## src/rtl/counter_pkg.sv

```systemverilog
// Shared types and constants for the board-level up/down counter:
// seven-segment codes (active-low, bit0 = a ... bit6 = g) and the board clock rate.
package counter_pkg;

  localparam int CLK_HZ = 50_000_000;

  typedef logic [6:0] seg7_t;

  localparam seg7_t SEG_BLANK = 7'b1111111;

  localparam seg7_t SEG_DIGIT [0:9] = '{
    7'b1000000, 7'b1111001, 7'b0100100, 7'b0110000, 7'b0011001,
    7'b0010010, 7'b0000010, 7'b1111000, 7'b0000000, 7'b0010000
  };

  // Non-decimal nibbles fall back to a dark digit rather than garbage.
  function automatic seg7_t to_seg7(input logic [3:0] digit);
    seg7_t seg;
    seg = SEG_BLANK;
    if (digit <= 4'd9) seg = SEG_DIGIT[digit];
    return seg;
  endfunction

endpackage

```

## src/rtl/sync_clock_divider.sv

```systemverilog
// Divides the board clock into a 50% duty square wave and a one-cycle tick
// that fires in the cycle right before each rising edge of that wave.
module sync_clock_divider #(
  parameter logic [31:0] MaxClockBuf = 32'd25
) (
  input  logic clock,
  input  logic reset,
  output logic o_sync_clock,
  output logic o_tick
);

  logic [31:0] div_count;
  logic        wrap;

  assign wrap   = (div_count == MaxClockBuf - 32'd1);
  assign o_tick = wrap & ~o_sync_clock;

  // reset is active-low; a mid-period reset drops any pending tick.
  always_ff @(posedge clock or negedge reset) begin
    if (!reset) begin
      div_count    <= '0;
      o_sync_clock <= 1'b0;
    end else if (wrap) begin
      div_count    <= '0;
      o_sync_clock <= ~o_sync_clock;
    end else begin
      div_count <= div_count + 32'd1;
    end
  end

endmodule

```

## src/rtl/top_entity.sv

```systemverilog
// 5-bit up/down counter stepped by a divided tick, shown on LEDs and on five
// seven-segment digits in either decimal or per-bit binary form.
module top_entity
  import counter_pkg::*;
#(
  parameter int         Frequency = 1,
  parameter logic [4:0] Initial   = 5'b00000
) (
  input  logic            i_clock_50mhz,
  input  logic            i_reset,
  input  logic            i_set,
  input  logic            i_pause,
  input  logic            i_count,
  input  logic            i_type,
  output logic [4:0][6:0] o_HEXs,
  output logic [4:0]      o_LEDs,
  output logic            o_sync_clock
);

  localparam logic [31:0] MaxClockBuf = 32'(CLK_HZ / (Frequency * 2));

  logic       tick;
  logic [4:0] count;

  sync_clock_divider #(
    .MaxClockBuf (MaxClockBuf)
  ) u_divider (
    .clock        (i_clock_50mhz),
    .reset        (i_reset),
    .o_sync_clock (o_sync_clock),
    .o_tick       (tick)
  );

  // Count moves on the same edge that raises o_sync_clock; 5-bit wrap is natural.
  always_ff @(posedge i_clock_50mhz or negedge i_reset) begin
    if (!i_reset) begin
      count <= '0;
    end else if (tick) begin
      if (i_set)        count <= Initial;
      else if (i_pause) count <= count;
      else if (i_count) count <= count + 5'd1;
      else              count <= count - 5'd1;
    end
  end

  assign o_LEDs = count;

  always_comb begin
    logic [3:0] units;
    logic [3:0] tens;
    units  = 4'(count % 5'd10);
    tens   = 4'(count / 5'd10);
    o_HEXs = {5{SEG_BLANK}};
    if (i_type) begin
      for (int k = 0; k < 5; k++) begin
        o_HEXs[k] = count[k] ? SEG_DIGIT[1] : SEG_DIGIT[0];
      end
    end else begin
      o_HEXs[0] = to_seg7(units);
      o_HEXs[1] = to_seg7(tens);
    end
  end

endmodule

```

## config.mk

```make
export PLATFORM = sky130hd
export DESIGN_NAME = top_entity
export DESIGN_NICKNAME = d
export VERILOG_FILES = /design/src/rtl/counter_pkg.sv /design/src/rtl/sync_clock_divider.sv /design/src/rtl/top_entity.sv
export SDC_FILE = /design/constraint.sdc
export NUM_CORES = 1
export LEC_CHECK = 0
export CORE_ASPECT_RATIO = 0.8
export CORE_MARGIN = 2
export CORE_UTILIZATION = 55
export DETAILED_ROUTE_END_ITERATION = 7
export PLACE_DENSITY = 0.8
export SYNTH_ARGS = -nofsm -noshare
export SYNTH_HDL_FRONTEND = slang
export SYNTH_HIERARCHICAL = 1
export SYNTH_SLANG_ARGS = --single-unit
```

## constraint.sdc

```tcl
create_clock -name i_clock_50mhz -period 5 [get_ports i_clock_50mhz]
set_clock_uncertainty 0.1 [all_clocks]
set_input_delay 0.5 -clock i_clock_50mhz [delete_from_list [all_inputs] [get_ports i_clock_50mhz]]
set_output_delay 0.5 -clock i_clock_50mhz [all_outputs]
set_load 0.01 [all_outputs]
```

==> impl_results.md <==
* Status: completed
* Antenna diode count at 0
* CTS tree: done
* Area grow syn2layout at 15.5%
* Filler cell count at 360
* Clock Pin Slew Worst Setup and Hold Paths at around 0.070 ns
* DRC errors left at 0
* Max-slew violations at 0
* Multi-input combinational cell area at around 0.0015 mm^2
* Final critical-path share of the clock period at between 60% and 70%
* Largest net degree at the start of global routing at 39
* Syn Inst Count at roughly 310
* Tmin final at ~3.1 ns
* Placed Instance Area at ~0.003 mm^2
* Inst Count DP at 382
* CP top delay family: buffers and inverters
* Commonest non-fill, non-tap cell in the layout: clkdlybuf4s50_1
* Crit Path Max Fanout at 16
* Skew-Pair Late Insertion Delay at between 0.2 and 0.3 ns
* Yosys warns at 6
* Cts bufs inserted at 5
* Unrepaired setup endpoints after global routing: no
* Critical Path Start Type: primary input
* Post-cts resize count at 0
* Total number of vias at between 2000 and 2500
* CP arrival at around 2.5 ns
* Cell Area, Synth at about 0.0026 mm^2
* Data required, critical path at roughly 4.4 ns
* Power Dens Cells at 184 mW/mm^2
* FF+latch area at approximately 950 um^2
* Final wirelength at between 6000 and 7000 um
* Fmax at 320 MHz
* Post-synthesis cell type count at 48
* Most frequent cells in the layout: clkdlybuf4s50_1 (41), dfrtp_1 (38), nand2_1 (29), nor2_1 (22), nand3_1 (21)
* Worst path max stage delay at approximately 0.80 ns
* Routability cong. at slightly below 1
* Slew @ Worst Pin at 0.986 ns
* Crit Path Category: primary input to output port
* Initial Util at a little under three fifths
* Max Buffers Root-to-Sink at 2
* Sequential fraction of the synthesis area at between 30 and 40%
* Die ar. at 0.00535 mm^2
* Slew HR at 33.7%
* Synth area leader: dfrtp_1
* Vias in the first global route at approximately 2200
* Core area at about 0.0046 mm^2
* WL per Instance at between 15 and 20 um
* CP cell instances: clkdlybuf4s50_1 -> inv_1 -> o211ai_1 -> and2_1 -> clkdlybuf4s50_1
* DR pass1 iterations at 7
* Total gr overflow at 0
* CP bufs+invs at 3
* Clock sinks at 38
* Post-synthesis register bit count at 38
* # Max-Cap Violations at 0
* Vias per cell at around 6.1
* Placement Setup Slack at 1.88 ns
* Hold Vio Cnt, Final at 0
* # Post-CTS Setup Buffers at 0
* FP Rows at 22
* Height of the die at between 60 and 70 um
* Final HPWL DP at 4470 um
* Maximum VDD drop at 0.000185 V
* Setup crit end kind: output port
* Fin worst setup slack at roughly 1.9 ns
* H-tree lvl count at 2
* Post-CTS Hold Fix Bufs at 0
* Leak Pwr at roughly 1.2 nW
* CP dominant cell by count: clkdlybuf4s50_1
* Gr usage total at 24.8%
* Die width at between 80 and 90 um
* EDFF count, synth at 0
* Initial antenna violation count at 0
* Hold crit path type: primary input to asynchronous set/reset pin
* Clk root buf: clkbuf_8
* First-pass GRT wire length at 10300 um
* Slowest CP cell: clkdlybuf4s50_1
* Ys async rst share at 100%
* I/O pins at 47
* Top post-synthesis cells by area: dfrtp_1 (36%), xnor2_1 (5.7%), buf_4 (5.4%), nand2_1 (4.1%), nand3_1 (4.0%)
* Antenna Nets Post-Route at 0
* Share of the synthesized area in the top cell type at between 30% and 40%
* Ratio of cells with drive above 1 in the final layout at roughly 5.5%
* Number of DRC markers in iteration 0 at approximately 260
* Final instance area at a little over 0.003 mm^2
* Main flop type after synthesis: dfrtp_1
* Final net count at between 300 and 400
* Syn_area_per_cell at approximately 8.6 um^2
* # setup viols final at 0
* Final Non-Filler Cells at 390
* PortBufs at between 40 and 50
* Fin Setup TNS at 0 ns
registers in the layout, indices dropped and copies added (netlist names):
signal	flops
o_LEDs	5
u_divider/div_count	32
u_divider/o_sync_clock	1
final cells by class:
| cell class | instances | area share (%) |
|---|---|---|
| Clock inverter | 2 | 0.412 |
| Timing Repair Buffer | 42 | 13.7 |
| Sequential cell | 38 | 31.3 |
| Inverter | 8 | 0.989 |
| Multi-Input combinational cell | 234 | 48.4 |
| Tap cell | 60 | 2.47 |
| Clock buffer | 6 | 2.72 |
worst register-to-register path, stage by stage (launching register included):
cell,delay (ns)
dfrtp_1,0.47
nor4_1,0.50
nand4_1,0.28
nor4_1,0.79
nand2b_1,0.09
or4_1,0.42
nand3_1,0.09
cells by family (layout without fill, tap and decap cells):
kind of cell / after synthesis / in the layout / synth area share, %
AND/OR/NAND/NOR: 143 / 143 / 30.2
AO/OA/AOI/OAI: 57 / 57 / 14.2
flip-flops: 38 / 38 / 36.2
buffers and inverters: 37 / 58 / 8.23
XOR/XNOR: 25 / 25 / 8.33
adder cells (fa/ha/maj): 5 / 5 / 2.66
other: 2 / 4 / 0.286
report_power, final:
group          internal (mW)  switching (mW)
Clock                  0.111           0.105
Combinational         0.0156          0.0207
Sequential             0.307               0
per-layer routing:
metal	up-vias	wire, um	GRT usage [%]	part of all wire, %
li1	1144	-	-	-
met4	0	84	6.57	1.4
met1	1126	2900	36.7	48
met2	114	2560	35.7	42
met5	-	0	0	0
met3	12	509	6.28	8.4
synth_stat cells, types with 2 or more instances:
| master | n |
|---|---|
| nor4bb_1 | 2 |
| o211ai_1 | 4 |
| o22ai_1 | 4 |
| nand2b_1 | 6 |
| xnor2_1 | 17 |
| inv_1 | 7 |
| nor2b_1 | 5 |
| and4_1 | 3 |
| dfrtp_1 | 38 |
| nand3_1 | 21 |
| a22oi_1 | 3 |
| buf_4 | 19 |
| nand2_1 | 29 |
| a221o_1 | 2 |
| or3_1 | 6 |
| xor2_1 | 8 |
| clkbuf_1 | 5 |
| and2_1 | 4 |
| o31ai_1 | 6 |
| nand4_1 | 11 |
| nor3_1 | 10 |
| buf_2 | 5 |
| o311ai_0 | 2 |
| or4_1 | 3 |
| nor4_1 | 6 |
| a21o_1 | 2 |
| o21ai_0 | 13 |
| a21oi_1 | 10 |
| ha_1 | 4 |
| conb_1 | 2 |
| and3_1 | 5 |
| nor4b_1 | 2 |
| a31oi_1 | 6 |
| nor2_1 | 22 |
| and3_2 | 2 |
through the flow:
step	hold slack (ns)	total power, mW	utilization, %
after global placement	0.352	0.349	64.0
after detailed placement	0.360	0.350	64.0
after floorplan	0.104	0.334	-
final	0.201	0.559	66.1
after global routing	0.280	0.584	66.1
after CTS	0.235	0.566	66.1
path summary, 6_finish.rpt:
| path | start | to | slack [ns] | depth (start not counted) |
|---|---|---|---|---|
| setup / recovery | i_type | o_HEXs[7] | 1.88 | 5 |
| hold / removal | i_reset | u_divider/div_count[11]$_DFF_PN0_ | 0.20 | 1 |
| setup reg to reg | u_divider/div_count[8]$_DFF_PN0_ | o_LEDs[4]$_DFFE_PN0P_ | 2.19 | 6 |
| hold reg to reg | u_divider/div_count[0]$_DFF_PN0_ | u_divider/div_count[0]$_DFF_PN0_ | 0.37 | 1 |
| max in group asynchronous | i_reset | u_divider/div_count[23]$_DFF_PN0_ | 4.10 | 1 |
| min in group i_clock_50mhz | u_divider/div_count[0]$_DFF_PN0_ | u_divider/div_count[0]$_DFF_PN0_ | 0.37 | 1 |
(Power assumes the default switching activity.)
